$ cat src/rtl/led_addr_seq.sv
// Address sequencer feeding the LED pattern ROM: prescaled up/down address stepping with wrap,
// ROM enable, step/rd_valid/wrap strobes. Define LED_SEQ_ONESHOT_EN to stop at the wrap point instead.
module led_addr_seq #(
  parameter int unsigned TICK_DIV = 50000000,
  parameter int unsigned ADDR_W   = 12,
  parameter int unsigned ADDR_MIN = 0,
  parameter int unsigned ADDR_MAX = 4095
) (
  input  logic              clk,
  input  logic              rst_n,
  input  logic              start,
  input  logic              stop,
  input  logic              dir,
  output logic [ADDR_W-1:0] addr,
  output logic              en,
  output logic              step,
  output logic              rd_valid,
  output logic              wrap,
  output logic              busy
);

  localparam int unsigned       CNT_W    = (TICK_DIV > 1) ? $clog2(TICK_DIV) : 1;
  localparam logic [CNT_W-1:0]  CNT_LAST = CNT_W'(TICK_DIV - 1);
  localparam logic [ADDR_W-1:0] A_MIN    = ADDR_W'(ADDR_MIN);
  localparam logic [ADDR_W-1:0] A_MAX    = ADDR_W'(ADDR_MAX);

  localparam logic [1:0] S_IDLE  = 2'd0;
  localparam logic [1:0] S_RUN   = 2'd1;
  localparam logic [1:0] S_PAUSE = 2'd2;

  logic [1:0]        state_q, state_d;
  logic [ADDR_W-1:0] addr_q, addr_d;
  logic [CNT_W-1:0]  cnt_q, cnt_d;
  logic              en_q, en_d;
  logic              step_q, step_d;
  logic              rd_valid_q, rd_valid_d;
  logic              wrap_q, wrap_d;
  logic              busy_q, busy_d;
  logic              tick;
  logic              at_end;

  always_comb begin
    state_d = state_q;
    addr_d  = addr_q;
    cnt_d   = cnt_q;
    step_d  = 1'b0;
    wrap_d  = 1'b0;
    tick    = (cnt_q == CNT_LAST);
    at_end  = dir ? (addr_q == A_MIN) : (addr_q == A_MAX);

    case (state_q)
      S_IDLE: begin
        cnt_d = '0;
        // Load the direction-dependent start address and read the ROM at once.
        if (start && !stop) begin
          state_d = S_RUN;
          addr_d  = dir ? A_MAX : A_MIN;
          step_d  = 1'b1;
        end
      end

      S_RUN: begin
        if (stop) begin
          state_d = S_PAUSE;
        end else if (tick) begin
          cnt_d = '0;
          if (at_end) begin
            wrap_d = 1'b1;
`ifdef LED_SEQ_ONESHOT_EN
            state_d = S_IDLE;
            addr_d  = A_MIN;
`else
            addr_d  = dir ? A_MAX : A_MIN;
            step_d  = 1'b1;
`endif
          end else begin
            addr_d = dir ? (addr_q - ADDR_W'(1)) : (addr_q + ADDR_W'(1));
            step_d = 1'b1;
          end
        end else begin
          cnt_d = cnt_q + CNT_W'(1);
        end
      end

      S_PAUSE: begin
        if (stop) begin
          state_d = S_IDLE;
          addr_d  = A_MIN;
          cnt_d   = '0;
        end else if (start) begin
          state_d = S_RUN;
          cnt_d   = '0;
        end
      end

      default: begin
        state_d = S_IDLE;
        addr_d  = A_MIN;
        cnt_d   = '0;
      end
    endcase

    en_d       = (state_d != S_IDLE);
    busy_d     = (state_d != S_IDLE);
    // ROM data arrives one cycle after the address; drop it if we have gone idle.
    rd_valid_d = step_q && (state_d != S_IDLE);
  end

  always_ff @(posedge clk or negedge rst_n) begin
    if (!rst_n) begin
      state_q    <= S_IDLE;
      addr_q     <= A_MIN;
      cnt_q      <= '0;
      en_q       <= 1'b0;
      step_q     <= 1'b0;
      rd_valid_q <= 1'b0;
      wrap_q     <= 1'b0;
      busy_q     <= 1'b0;
    end else begin
      state_q    <= state_d;
      addr_q     <= addr_d;
      cnt_q      <= cnt_d;
      en_q       <= en_d;
      step_q     <= step_d;
      rd_valid_q <= rd_valid_d;
      wrap_q     <= wrap_d;
      busy_q     <= busy_d;
    end
  end

  assign addr     = addr_q;
  assign en       = en_q;
  assign step     = step_q;
  assign rd_valid = rd_valid_q;
  assign wrap     = wrap_q;
  assign busy     = busy_q;

endmodule

$ cat config.mk
export PLATFORM = sky130hd
export DESIGN_NAME = led_addr_seq
export DESIGN_NICKNAME = d
export VERILOG_FILES = /design/src/rtl/led_addr_seq.sv
export SDC_FILE = /design/constraint.sdc
export NUM_CORES = 1
export LEC_CHECK = 0
export ABC_AREA = 1
export CORE_ASPECT_RATIO = 1.1
export CORE_UTILIZATION = 50
export CTS_BUF_LIST = sky130_fd_sc_hd__clkbuf_4 sky130_fd_sc_hd__clkbuf_8
export DETAILED_ROUTE_END_ITERATION = 10
export PLACE_DENSITY_LB_ADDON = 0.08
export SYNTH_ARGS = -nofsm -noshare
export SYNTH_HDL_FRONTEND = slang
export SYNTH_SLANG_ARGS = --single-unit
$ cat constraint.sdc
create_clock -name clk -period 3.4 [get_ports clk]
set_input_delay 0.85 -clock clk [delete_from_list [all_inputs] [get_ports clk]]
set_output_delay 0.85 -clock clk [all_outputs]
set_load 0.01 [all_outputs]
==> results.json, run 1 <==
{
  "grt-ovfl-total": 0,
  "first_global_vias": 2927,
  "synth_edf_count": 0,
  "peakVddDrop_v": 0.000288,
  "clkTransAtPathRegs_ns": 0.08,
  "grt_max_degree": 45,
  "cts.sinks": 44,
  "drtAntennaViolNets": 0,
  "synth.most_common_cell": "nand2_1",
  "fin_nets": 516,
  "wl_mm": 7.56,
  "rsz0062_at_grt": "no",
  "reg2reg_from": "cnt_q[0]",
  "async_flop_share_pct": 100,
  "insertion_delay_ns": 0.29,
  "fmax_mhz": 379,
  "grtUsageTotal_pct": 24.6,
  "rows": 30,
  "fin_hold_ws_ns": 0.516,
  "power_leakage_nw": 1.72,
  "crit_arrival_ns": 2.84,
  "ys_warn_count": 0,
  "ys_seq_elements": 44,
  "yosysTopAreaCell": "dfrtp_1",
  "synthDistinctLibCells": 34,
  "cts_tree": "built",
  "dr.pass1.iters": 4,
  "avgViaCountPerCell": 5.26,
  "synth_common_cells": "nand2_1 (136), nor2_1 (65), inv_1 (63)",
  "worstSetupPathType": "in2reg",
  "finalSetupViolCount": 0,
  "htreeDepth": 2,
  "hold_class": "reg2reg",
  "finalCritPeriodShare_pct": 77.7,
  "clockBufferDepth": 2,
  "synthesis.nets": 492,
  "critical_path.max_fanout": 14,
  "core_mm2": 0.00619,
  "boundaryPins": 22,
  "start_util_pct": 51.9,
  "drv_cap": 0,
  "die_x_um": 78.5,
  "relSlewSlack_pct": 35.0,
  "antenna_found_initial": 0,
  "synth_area_mm2": 0.00322,
  "holdBufCountCts": 0,
  "slew_violations": 0,
  "place_hpwl_mm": 5.74,
  "ys_seq_area_share_pct": 34.2,
  "vias": 3044,
  "syn_to_final_growth_pct": 11.2,
  "drt-wirelength-per-cell_um": 13.1,
  "finalPower_mw": 2.09,
  "drtIter0Drc": 147,
  "place_congestion": 0.900,
  "io_buffers": 21,
  "post_cts_buffers": 0,
  "startpoint": "dir",
  "die_area_mm2": 0.00676,
  "antenna_cells": 0,
  "postCtsResizedCells": 0,
  "fin_skew_ns": 0.00936,
  "die_h_um": 86.1,
  "grt_pass1_wl_mm": 13.1,
  "min-delay-start": "cnt_q[1]",
  "status": "finished clean",
  "tns_ns": 0,
  "fin_crit_ns": 2.64,
  "synth.top_cell.area_share_pct": 34.2,
  "syn_area_per_cell_um2": 6.77,
  "power_density_mw_per_mm2": 585,
  "final_layout_size_suffix_gt1_share_pct": 7.01,
  "hold_violations": 0,
  "synth-main-ff-cell": "dfrtp_1",
  "netlist_instances": 475,
  "critPathCaptureType": "flop",
  "synth_area_leaders": "dfrtp_1 (34%), nand2_1 (16%), nor2_1 (7.6%), inv_1 (7.4%), nand3_1 (7.0%)",
  "drc": 0,
  "cts_buffers": 5,
  "critPathRequiredTime_ns": 3.60,
  "root_buffer": "clkbuf_8",
  "tightestPinTransition_ns": 0.975,
  "startpoint_type": "primary input"
}
==> sequential cells by signal (all words and copies together), names as in the netlist <==
signal	cells
state_q	2
addr	12
step	1
rd_valid	1
cnt_q	26
wrap	1
busy	1
==> path summary, 6_finish.rpt <==
check	end	slack [ns]	depth (start not counted)
max in group asynchronous	cnt_q[19]	2.08	1
worst max register to register	addr[10]	1.35	10
min in group asynchronous	addr[9]	0.72	1
worst max-delay path	addr[7]	0.76	10
worst min register to register	cnt_q[1]	0.52	2
worst min-delay path	cnt_q[1]	0.52	2
==> layout make-up <==
type	instances	area, µm²
Fill cell	624	2620
Multi-Input combinational cell	360	1830
Sequential cell	44	1100
Inverter	65	244
Timing Repair Buffer	23	220
Tap cell	80	100
Clock buffer	6	76.3
Clock inverter	1	5.00
==> metrics by stage <==
stage | utilization [%] | instance area (µm²) | instances | setup WS (ns)
detailed placement | 56.4 | 3500 | 572 | 0.486
floorplan | - | 3220 | 475 | 1.26
global route | 57.8 | 3580 | 579 | 0.629
finish | 57.8 | 3580 | 579 | 0.759
CTS | 57.8 | 3580 | 579 | 0.792
global placement | 56.4 | 3500 | 572 | 0.564
==> where the power goes <==
part           switching (mW)  total (mW)  internal [mW]  leakage (nW)
combinational           0.613        1.05          0.438          1.09
clock                   0.168       0.316          0.148        0.0445
sequential              0.122       0.725          0.603         0.586
==> cell families (layout without fill, tap and decap cells) <==
family,after synthesis,in the layout,share of synthesized area [%]
compound gates,38,38,6.73
xor+xnor,9,9,2.45
fa+ha+maj,12,12,4.90
buf+inv,71,95,8.87
flops,44,44,34.2
mux,1,1,0.350
simple gates,300,300,42.5
==> critical path, cell delays in order <==
cell	delay, ns
clkdlybuf4s50_1	0.48
buf_4	0.22
ha_1	0.33
nand2_1	0.14
nand3_1	0.19
a21oi_1	0.27
nand2_1	0.08
nand2_1	0.06
o21ai_0	0.07
a21boi_0	0.16
==> routing by layer <==
layer	share of wire [%]	vias up	track usage, %	wire length, µm
met5	0	-	0	0
met2	51	49	44.1	3840
met1	45	1406	30.2	3380
met3	2.4	12	3.19	184
li1	-	1577	-	-
met4	2.2	0	8.42	163
==> placed cells by master, fill, tap and decap left out, types with 2 or more instances in the layout <==
cell type / netlist / routed
nand2_1: 136 / 136
nor2_1: 65 / 65
a21boi_0: 5 / 5
o21ai_0: 11 / 11
nor3_1: 9 / 9
nor4_1: 3 / 3
a21o_1: 2 / 2
inv_1: 63 / 63
o31ai_1: 2 / 2
dfrtp_1: 44 / 44
nor2_4: 2 / 2
nand2_2: 7 / 7
a21oi_1: 16 / 16
xor2_1: 6 / 6
nand3_1: 45 / 45
nand2_4: 2 / 2
buf_4: 2 / 2
xnor2_1: 3 / 3
clkbuf_8: 0 / 5
inv_2: 2 / 2
ha_1: 11 / 11
clkdlybuf4s50_1: 0 / 20
nand3_2: 2 / 2
nand4_1: 20 / 20
nor2_2: 4 / 4
Power figures use the tool's default switching activity.
==> run 2: changes to the inputs <==
clock period = 2.42 ns   (was 3.4 ns; I/O delays follow)
==> results.json, run 2 (synthesized netlist as in run 1, its figures left out) <==
{
  "peakVddDrop_v": 0.000487,
  "die_x_um": 78.5,
  "place_hpwl_mm": 6.21,
  "die_area_mm2": 0.00676,
  "finalPower_mw": 3.28,
  "critical_path.max_fanout": 12,
  "worstSetupPathType": "in2reg",
  "power_leakage_nw": 1.85,
  "tightestPinTransition_ns": 0.667,
  "tns_ns": 0,
  "drv_cap": 0,
  "grt-ovfl-total": 0,
  "root_buffer": "clkbuf_8",
  "io_buffers": 21,
  "dr.pass1.iters": 4,
  "hold_class": "in2async",
  "cts_buffers": 5,
  "finalCritPeriodShare_pct": 93.0,
  "final_common_cell": "nand2_1",
  "layout_common_cells": "nand2_1 (136), nor2_1 (65), inv_1 (63)",
  "drc": 0,
  "cts_tree": "built",
  "slew_violations": 0,
  "antenna_found_initial": 0,
  "postLayoutCellArea_mm2": 0.00379,
  "vias": 3169,
  "critPathRequiredTime_ns": 2.59,
  "clkTransAtPathRegs_ns": 0.09,
  "wl_mm": 7.95,
  "pre_cts_ws_ns": -0.171,
  "drtAntennaViolNets": 0,
  "start_util_pct": 51.9,
  "relSlewSlack_pct": 55.3,
  "place_congestion": 0.955,
  "rsz0062_at_grt": "no",
  "htreeDepth": 2,
  "fmax_mhz": 444,
  "finalSetupViolCount": 0,
  "startpoint_type": "primary input",
  "hold_violations": 0,
  "largest_reg_flops": 26,
  "critPathCaptureType": "flop",
  "boundaryPins": 22,
  "cts.sinks": 44,
  "antenna_cells": 0,
  "fin_crit_ns": 2.25,
  "drtIter0Drc": 112,
  "utilization_pct": 61.3,
  "avgViaCountPerCell": 5.27,
  "first_global_vias": 3059,
  "regMostFlops": "cnt_q",
  "fin_skew_ns": 0.0122,
  "drt-wirelength-per-cell_um": 13.2,
  "status": "finished clean",
  "crit_arrival_ns": 2.42,
  "core_mm2": 0.00619,
  "insertion_delay_ns": 0.29,
  "setup_ws_ns": 0.170,
  "power_density_mw_per_mm2": 864,
  "clockBufferDepth": 2,
  "grt_max_degree": 26,
  "rows": 30,
  "die_h_um": 86.1,
  "fin_nets": 537,
  "place_area_mm2": 0.00367,
  "grt_pass1_wl_mm": 13.8,
  "grtUsageTotal_pct": 25.9,
  "holdBufCountCts": 0,
  "syn_to_final_growth_pct": 17.9,
  "final_layout_size_suffix_gt1_share_pct": 11.5
}
-- run 2: power by group --
part	switching, mW	internal, mW
clock	0.245	0.318
sequential	0.183	0.848
combinational	0.915	0.772
-- run 2: repair_timing --
action,4_1_cts,5_1_grt
setup endpoints to repair,0,4
setup buffers,0,0
gates resized for setup,0,4
-- run 2: cell type report --
class | instances | area (µm²)
flip-flops and latches | 44 | 1100
multi-input cells | 360 | 1840
clock inverters | 2 | 35.0
clock buffers | 6 | 76.3
repair buffers | 44 | 394
well taps | 80 | 100
inverters | 65 | 244
fillers | 596 | 2400
-- run 2: worst max-delay path: stages --
cell             delay, ns
clkdlybuf4s50_1       0.44
buf_6                 0.17
ha_1                  0.37
nand2_1               0.12
nand3_1               0.18
a21oi_2               0.20
nor2_1                0.06
o21ai_0               0.16
a21boi_0              0.10
-- run 2: path summary, 6_finish.rpt --
| check | from | end | slack (ns) | cells past startpoint |
|---|---|---|---|---|
| max | dir | addr[7] | 0.17 | 9 |
| min | rst_n | addr[6] | 0.31 | 1 |
| max reg2reg | addr[0] | addr[8] | 0.51 | 12 |
| min reg2reg | cnt_q[1] | cnt_q[1] | 0.52 | 2 |
| max in group asynchronous | rst_n | state_q[0] | 1.59 | 2 |
| min in group clk | cnt_q[1] | cnt_q[1] | 0.52 | 2 |
-- run 2: per-layer routing --
layer | share of wire, % | GRT usage (%) | vias to the layer above
met5 | 0 | 0 | -
met1 | 43 | 30.7 | 1459
met4 | 3.4 | 11.8 | 0
met3 | 3.9 | 3.19 | 20
li1 | - | - | 1614
met2 | 50 | 46.7 | 76
-- run 2: through the flow --
stage	cells	hold slack, ns
finish	601	0.309
global route	601	0.349
CTS	601	0.315
detailed placement	593	0.502
global placement	593	0.493
floorplan	475	0.309
==> run 3: changes to the inputs <==
GPL_TIMING_DRIVEN = 0   (was default)
==> results.json, run 3 (synthesized netlist as in run 1, its figures left out) <==
{
  "pwr-share-seq_pct": 34.4,
  "netSwitchingPower_mw": 1.29,
  "antenna_found_initial": 0,
  "place_congestion": 0.970,
  "crit_arrival_ns": 2.32,
  "top_usage_layer": "met2",
  "largest_reg_flops": 26,
  "critical_path_buf_inv_count": 3,
  "rsz0062_at_grt": "no",
  "hold_violations": 0,
  "htreeDepth": 2,
  "first_global_vias": 3135,
  "hold_class": "in2async",
  "grt.met2_usage_pct": 47.7,
  "fmax_mhz": 468,
  "start_util_pct": 51.9,
  "cts_buffers": 5,
  "core_mm2": 0.00619,
  "final_common_cell": "nand2_1",
  "die_area_mm2": 0.00676,
  "critical_path.max_fanout": 15,
  "vias": 3083,
  "syn_to_final_growth_pct": 12.6,
  "tightestPinTransition_ns": 0.681,
  "root_buffer": "clkbuf_8",
  "pre_cts_ws_ns": -0.746,
  "clkPwrFrac_pct": 14.6,
  "power_leakage_nw": 1.75,
  "die_x_um": 78.5,
  "finalSetupViolCount": 0,
  "cts_tree": "built",
  "grt_pass1_wl_mm": 13.8,
  "rows": 30,
  "status": "finished clean",
  "cp_slowest_cell": "fa_1",
  "reg2reg_from": "addr[0]",
  "cts.sinks": 44,
  "use_met1_pct": 31.4,
  "grtUsageTotal_pct": 26.1,
  "drv_cap": 0,
  "avgViaCountPerCell": 5.28,
  "power_density_mw_per_mm2": 821,
  "slew_violations": 0,
  "drtIter0Drc": 168,
  "power.share.combinational_pct": 50.9,
  "fin_skew_ns": 0.00488,
  "regMostFlops": "cnt_q",
  "grt_max_degree": 42,
  "drc": 0,
  "boundaryPins": 22,
  "io_buffers": 21,
  "fin_nets": 521,
  "startpoint": "dir",
  "drt-wirelength-per-cell_um": 13.4,
  "fin_crit_ns": 2.14,
  "finalCritPeriodShare_pct": 88.4,
  "setup_ws_ns": 0.281,
  "peakVddDrop_v": 0.000468,
  "insertion_delay_ns": 0.28,
  "layout_common_cells": "nand2_1 (136), nor2_1 (65), inv_1 (63)",
  "critPathCaptureType": "flop",
  "critical_path.max_stage_delay_ns": 0.49,
  "die_h_um": 86.1,
  "dr.pass1.iters": 4,
  "wl_mm": 7.82,
  "worstSetupPathType": "in2reg",
  "startpoint_type": "primary input",
  "crit_path_frequent_cell": "nand2_1",
  "p_int_mw": 1.69,
  "final_layout_size_suffix_gt1_share_pct": 8.13,
  "critPathRequiredTime_ns": 2.60,
  "grt-ovfl-total": 0,
  "cp_cell_sequence": "clkbuf_4 -> inv_1 -> fa_1 -> inv_1 -> nand3_1 -> nand3_1 -> nand2_1 -> nand3_1 -> nand3_1 -> nand2_1 -> nand2_1 -> nand2_1 -> nand2_1",
  "relSlewSlack_pct": 54.4,
  "met3_usage_pct": 2.98,
  "clkTransAtPathRegs_ns": 0.08,
  "tns_ns": 0,
  "crit_family": "simple AND/OR/NAND/NOR gates",
  "drtAntennaViolNets": 0,
  "antenna_cells": 0,
  "clockBufferDepth": 2,
  "place_hpwl_mm": 6.10,
  "p_sw_share_pct": 43.2
}
==> run 3: changes by cell type in the layout (fill, tap and decap cells not counted) <==
cell,delta
a21oi_2,-2
clkbuf_4,+1
nand3_2,-1
bufinv_16,-1
a21oi_1,+2
nand3_1,+1
buf_2,+3
clkdlybuf4s50_1,-1
buf_4,-19
==> run 3: stage by stage <==
stage	utilization (%)	cells	instance area [µm²]	power, mW	hold WS (ns)
after floorplan	-	475	3220	2.02	0.309
after global placement	56.9	576	3530	2.51	0.491
after detailed placement	57.2	577	3540	2.55	0.432
after CTS	58.5	584	3620	3.00	0.118
after global routing	58.5	584	3620	3.26	0.108
final	58.5	584	3620	2.97	0.124
==> run 3: power by group through the flow <==
stage               combinational (mW)  sequential (mW)  clock, mW
floorplan                        0.982             1.03          0
global placement                  1.47             1.03          0
detailed placement                1.51             1.04          0
CTS                               1.52             1.02      0.455
global route                      1.73             1.05      0.482
finish                            1.51             1.02      0.435
==> run 3: routing by layer <==
layer	wire length (µm)	part of all wire, %
met1	3350	43
met2	4110	53
met3	208	2.7
met4	155	2.0
met5	0	0
==> run 3: final timing paths <==
kind	endpoint	slack, ns	cells after the start
max	addr[6]	0.28	13
min	addr[10]	0.12	1
min in group clk	cnt_q[1]	0.51	2
min reg2reg	cnt_q[1]	0.51	2
max reg2reg	addr[6]	0.42	12
max in group asynchronous	addr[2]	1.87	2
==> run 3: cell type report <==
cell class	count	area, µm²
Buffer	6	41.3
Inverter	65	244
Timing Repair Buffer	22	223
Multi-Input combinational cell	360	1830
Fill cell	615	2570
Sequential cell	44	1100
Clock inverter	1	5.00
Clock buffer	6	76.3
Tap cell	80	100
==> run 3: repair_timing <==
action / in CTS / in global routing
cloned: 0 / 0
pin swaps: 0 / 0
hold buffers: 0 / 0
setup buffers: 0 / 0
resized for setup: 3 / 3
endpoints found under the setup margin: 12 / 3
